File: src/rtl/sr_latch_ctrl_if.sv
// Write-request handshake between the memory-test logic (master) and
// the SR latch controller (slave).
interface sr_latch_ctrl_if #(
  parameter int AW = 3
) ();

  logic          req_valid;
  logic          req_ready;
  logic [AW-1:0] req_addr;
  logic          req_data;

  modport master (
    output req_valid,
    output req_addr,
    output req_data,
    input  req_ready
  );

  modport slave (
    input  req_valid,
    input  req_addr,
    input  req_data,
    output req_ready
  );

endinterface

File: src/rtl/sr_latch_ctrl.sv
// SR latch bank controller.
// Each accepted write becomes one set or reset pulse of PW cycles on a
// single latch. The pulse is followed by REC quiet cycles and a readback
// of the latch Q, which ends in a one-cycle done/err report.
// Optional feature: define SR_LATCH_CTRL_SKIP_EN to bypass the pulse when
// the latch already holds the requested value.
module sr_latch_ctrl #(
  parameter int AW  = 3,
  parameter int PW  = 2,
  parameter int REC = 1
) (
  input  logic                clk,
  input  logic                rst_n,
  sr_latch_ctrl_if.slave      bus,
  output logic [(2**AW)-1:0]  s_o,
  output logic [(2**AW)-1:0]  r_o,
  input  logic [(2**AW)-1:0]  q_i,
  output logic                done,
  output logic                err
);

  localparam int N    = 2 ** AW;
  localparam int CMAX = (PW > REC) ? PW : REC;
  localparam int CW   = (CMAX < 2) ? 1 : $clog2(CMAX);

  typedef enum logic [1:0] {
    IDLE,
    PULSE,
    RECOVER,
    CHECK
  } state_t;

  state_t        state_q, state_d;
  logic [CW-1:0] cnt_q, cnt_d;
  logic [AW-1:0] addr_q, addr_d;
  logic          data_q, data_d;
  logic [N-1:0]  s_d, r_d;
  logic [N-1:0]  sel;
  logic          done_d, err_d;
  logic          ready_q, ready_d;
  logic          run_en;
  logic          accept;

  assign bus.req_ready = ready_q;
  assign accept        = bus.req_valid && ready_q && run_en;

  // Register the release of rst_n once so that the first request is taken on the second edge after release
  always_ff @(posedge clk or negedge rst_n) begin
    if (!rst_n) begin
      run_en <= 1'b0;
    end else begin
      run_en <= 1'b1;
    end
  end

  // State, counter, captured request and all registered outputs
  always_ff @(posedge clk or negedge rst_n) begin
    if (!rst_n) begin
      state_q <= IDLE;
      cnt_q   <= '0;
      addr_q  <= '0;
      data_q  <= 1'b0;
      s_o     <= '0;
      r_o     <= '0;
      done    <= 1'b0;
      err     <= 1'b0;
      ready_q <= 1'b1;
    end else begin
      state_q <= state_d;
      cnt_q   <= cnt_d;
      addr_q  <= addr_d;
      data_q  <= data_d;
      s_o     <= s_d;
      r_o     <= r_d;
      done    <= done_d;
      err     <= err_d;
      ready_q <= ready_d;
    end
  end

  // Next-state logic; the drive vectors are derived from the next state so that only PULSE ever drives a latch
  always_comb begin
    state_d = state_q;
    cnt_d   = cnt_q;
    addr_d  = addr_q;
    data_d  = data_q;
    done_d  = 1'b0;
    err_d   = 1'b0;
    ready_d = 1'b0;
    s_d     = '0;
    r_d     = '0;
    sel     = '0;

    case (state_q)
      IDLE: begin
        ready_d = 1'b1;
        if (accept) begin
          addr_d  = bus.req_addr;
          data_d  = bus.req_data;
          ready_d = 1'b0;
`ifdef SR_LATCH_CTRL_SKIP_EN
          if (q_i[bus.req_addr] == bus.req_data) begin
            state_d = CHECK;
            cnt_d   = '0;
          end else begin
            state_d = PULSE;
            cnt_d   = CW'(PW - 1);
          end
`else
          state_d = PULSE;
          cnt_d   = CW'(PW - 1);
`endif
        end
      end

      PULSE: begin
        if (cnt_q == '0) begin
          if (REC == 0) begin
            state_d = CHECK;
            cnt_d   = '0;
          end else begin
            state_d = RECOVER;
            cnt_d   = CW'(REC - 1);
          end
        end else begin
          cnt_d = cnt_q - 1'b1;
        end
      end

      RECOVER: begin
        if (cnt_q == '0) begin
          state_d = CHECK;
          cnt_d   = '0;
        end else begin
          cnt_d = cnt_q - 1'b1;
        end
      end

      CHECK: begin
        state_d = IDLE;
        cnt_d   = '0;
        done_d  = 1'b1;
        err_d   = (q_i[addr_q] != data_q);
        ready_d = 1'b1;
      end

      default: begin
        state_d = IDLE;
        cnt_d   = '0;
        ready_d = 1'b1;
      end
    endcase

    if (state_d == PULSE) begin
      sel = {{(N-1){1'b0}}, 1'b1} << addr_d;
      if (data_d) begin
        s_d = sel;
      end else begin
        r_d = sel;
      end
    end
  end

endmodule

File: src/flat_wrapper.sv
// flat-port wrapper written by rule: the top's interface ports become plain ports
module sr_latch_ctrl_flat 
#(
  parameter int AW  = 3,
  parameter int PW  = 2,
  parameter int REC = 1
)
  (clk, rst_n, s_o, r_o, q_i, done, err, bus_req_valid, bus_req_addr, bus_req_data, bus_req_ready);
  sr_latch_ctrl_if #(.AW(AW)) bus_i ();
  input  logic clk;
  input  logic rst_n;
  output logic [(2**AW)-1:0] s_o;
  output logic [(2**AW)-1:0] r_o;
  input  logic [(2**AW)-1:0] q_i;
  output logic done;
  output logic err;
  input wire logic [$bits(bus_i.req_valid)-1:0] bus_req_valid;
  input wire logic [$bits(bus_i.req_addr)-1:0] bus_req_addr;
  input wire logic [$bits(bus_i.req_data)-1:0] bus_req_data;
  output wire logic [$bits(bus_i.req_ready)-1:0] bus_req_ready;
  assign bus_i.req_valid = bus_req_valid;
  assign bus_i.req_addr = bus_req_addr;
  assign bus_i.req_data = bus_req_data;
  assign bus_req_ready = bus_i.req_ready;
  sr_latch_ctrl #(.AW(AW), .PW(PW), .REC(REC)) u_core (.clk(clk), .rst_n(rst_n), .bus(bus_i), .s_o(s_o), .r_o(r_o), .q_i(q_i), .done(done), .err(err));
endmodule
File: config.mk
export PLATFORM = sky130hd
export DESIGN_NAME = sr_latch_ctrl_flat
export DESIGN_NICKNAME = d
export VERILOG_FILES = /design/src/rtl/sr_latch_ctrl_if.sv /design/src/rtl/sr_latch_ctrl.sv /design/src/flat_wrapper.sv
export SDC_FILE = /design/constraint.sdc
export NUM_CORES = 1
export LEC_CHECK = 0
export CORE_UTILIZATION = 41
export CTS_BUF_LIST = sky130_fd_sc_hd__clkbuf_16
export CTS_CLUSTER_SIZE = 10
export DETAILED_ROUTE_END_ITERATION = 7
export PLACE_DENSITY = 0.73
export SKIP_LAST_GASP = 1
export SLEW_MARGIN = 20
export SYNTH_ARGS = -nofsm -noshare
export SYNTH_HDL_FRONTEND = slang
export SYNTH_SLANG_ARGS = --single-unit
export TNS_END_PERCENT = 30
File: constraint.sdc
create_clock -name clk -period 1.7 [get_ports clk]
set_input_delay 0.255 -clock clk [delete_from_list [all_inputs] [get_ports clk]]
set_output_delay 0.255 -clock clk [all_outputs]
set_load 0.03 [all_outputs]
==> out/results.txt <==
status - finished, violations left
failing checks - setup timing
first-iteration detailed-routing DRC count - 19
Worst EP required - 1.87 ns
layout cell share with drive strength beyond 1 - 0.3586
drt pass-1 iters - 4
total track usage - 0.1777
Nets - 166
Syn-to-layout area delta - 58.95%
post-synthesis cell type count - 30
# rows - 18
syn_nets - 111
Routed Antenna Nets - 0
RSZ-0062 raised after global routing - yes
Final Util - 0.7164
Synth Area per Inst - 12.83 sq um
yosys warns - 0
Worst-path clk slew - 0.07 ns
DR vias - 914
met2 wire len - 1.307 mm
Via-to-Cell Ratio - 5.223
Num CTS Buffers - 3
initial antenna violation count - 0
H-tree Lvls - 1
Finished Cell Area - 1856 sq um
Root Driver - clkbuf_16
drc violations - 0
Overall Power - 3.356 mW
Mapped Area - 1167 sq um
Ant. Diodes - 0
achievable clock frequency - 568.8 MHz
Port-buffer cells - 33
Fillers - 186
Routed Wire Length - 2.631 mm
I/O pin total - 34
Slew Limit Fails - 0
Core Region - 2590 sq um
die area - 3065 sq um
Avg WL per Cell - 15.03 um
highest metal used - met4
asr flop ratio synth - 1.000
largest net degree at the start of global routing - 28
CTS hold repair buffers - 0
CTS Buffer Depth - 2
Worst Setup End Kind - flip-flop
worst min-delay path category - in -> async
maxcap violations - 0
CP Class - reg -> reg
post-route clock period utilization - 1.034
critical path startpoint category - flip-flop
crit path DAT - 1.93 ns
ys flop type - dfrtp_1
final setup vio count - 10
path depth of the worst reg2reg path - 6
Hold Violations, Final - 0
worst-path fanout max - 8
Yosys reg bits - 27
Clk Latency, worst-skew pair - 0.26 ns
met3 WL - 126 um
grt total ovfl - 0
Die Y - 55.36 um
Gate Count Post-Synth - 91
PwrDens - 1808 nW/um^2
met1 WL - 1.169 mm
CTS tree - yes
hpwl dp - 1.834 mm
number of global-route vias before repair - 930
GPL Wtd Cong - 0.7945
Post-synth EDFFs - 0
Final WS setup - -0.05801 ns
first-pass GRT wire length - 4.333 mm
leakage - 0.8236 nW
Seq/Total Area, Yosys - 0.5798
Die Width - 55.36 um
CTS sink count - 27
min Tclk post-route - 1.758 ns
Final Skew - 0.003622 ns
starting density of the core - 0.4507
Place WS - -0.1552 ns
placed cell area - 1680 sq um
setup TNS - -0.3046 ns
Peak VDD IR - 0.001384 V
layout make-up:
class	instances	area (sq um)	area share
Clock buffer	3	75.07	0.04046
Clock inverter	1	3.754	0.002023
Inverter	7	26.28	0.01416
Multi-Input combinational cell	57	575.6	0.3102
Sequential cell	27	676.9	0.3648
Tap cell	30	37.54	0.02023
Timing Repair Buffer	50	460.4	0.2481
cell usage after synthesis (2+ instances only):
| cell type | n | area share |
|---|---|---|
| a21oi_1 | 3 | 0.013 |
| dfrtp_1 | 26 | 0.56 |
| ha_1 | 5 | 0.054 |
| inv_1 | 6 | 0.019 |
| mux2i_1 | 2 | 0.017 |
| mux2i_2 | 2 | 0.024 |
| mux4_2 | 2 | 0.039 |
| nand2_1 | 4 | 0.013 |
| nand3_1 | 3 | 0.013 |
| nor2_1 | 7 | 0.023 |
| nor3_1 | 8 | 0.034 |
| nor3_2 | 4 | 0.034 |
| o211ai_2 | 2 | 0.021 |
path summary, 6_finish.rpt:
kind,startpoint,endpoint,slack [ns]
min,rst_n,u_core.done,0.37
min in group clk,u_core.cnt_q,u_core.cnt_q,0.61
max reg2reg,u_core.state_q[0],u_core.r_o[4],-0.06
max,u_core.state_q[0],u_core.r_o[4],-0.06
max in group asynchronous,rst_n,u_core.bus.req_ready,1.03
min reg2reg,u_core.cnt_q,u_core.cnt_q,0.61
worst max-delay path: stages, from the launching register on:
cell and delay [ns]:
dfrtp_1 0.36, inv_2 0.09, ha_2 0.22, or3b_4 0.41, a21oi_4 0.20, o211ai_4 0.17, nor3_2 0.22
placed cells by master (no fill, tap or decap), drive strengths merged, types with 2 or more instances in the layout:
cell type	count
o211ai	2
nand4	2
ha	5
clkbuf	3
a21oi	4
inv	8
clkdlybuf4s50	32
mux2i	4
nand2	4
nand3	3
nor3	12
dfrtp	26
mux2	2
buf	17
mux4	2
nor2	7
timing repair:
| action | CTS | global route |
|---|---|---|
| pin swaps | 4 | 5 |
| hold endpoints to repair | 0 | 0 |
| setup endpoints to repair | 17 | 17 |
| gates resized for setup | 8 | 5 |
| buffers inserted | 2 | 2 |
routing by layer:
layer	vias up	track usage
li1	427	-
met4	0	0.05357
met1	455	0.2240
met3	5	0.03044
met5	-	0
met2	27	0.3115
state kept, by name (all words and copies together) (netlist names):
name	count
u_core.addr_q	3
u_core.bus.req_ready	1
u_core.cnt_q	1
u_core.data_q	1
u_core.done	1
u_core.err	1
u_core.r_o	8
u_core.run_en	1
u_core.s_o	8
u_core.state_q	2
cell families (layout without fill, tap and decap cells):
group | Yosys count | in the layout | synth area share
AOI/OAI and AO/OA | 9 | 9 | 0.06002
buffers and inverters | 7 | 61 | 0.02250
DFF | 27 | 27 | 0.5799
muxes | 8 | 8 | 0.1018
other | 1 | 1 | 0.003212
adders and majority gates | 5 | 5 | 0.05359
xor gates and xnor gates | 1 | 1 | 0.007504
and+or+nand+nor | 33 | 33 | 0.1715
stage by stage:
stage | hold slack, ns | cells
floorplan | -0.04059 | 91
global placement | 0.5801 | 167
detailed placement | 0.5800 | 167
CTS | 0.3910 | 173
global route | 0.4235 | 175
finish | 0.3709 | 175
power breakdown:
group | internal, mW | total [mW] | switching (mW)
Combinational | 0.871 | 1.90 | 1.03
Clock | 0.315 | 0.525 | 0.210
Sequential | 0.814 | 0.932 | 0.118
Total | 2.00 | 3.36 | 1.36
(Power assumes the default switching activity.)
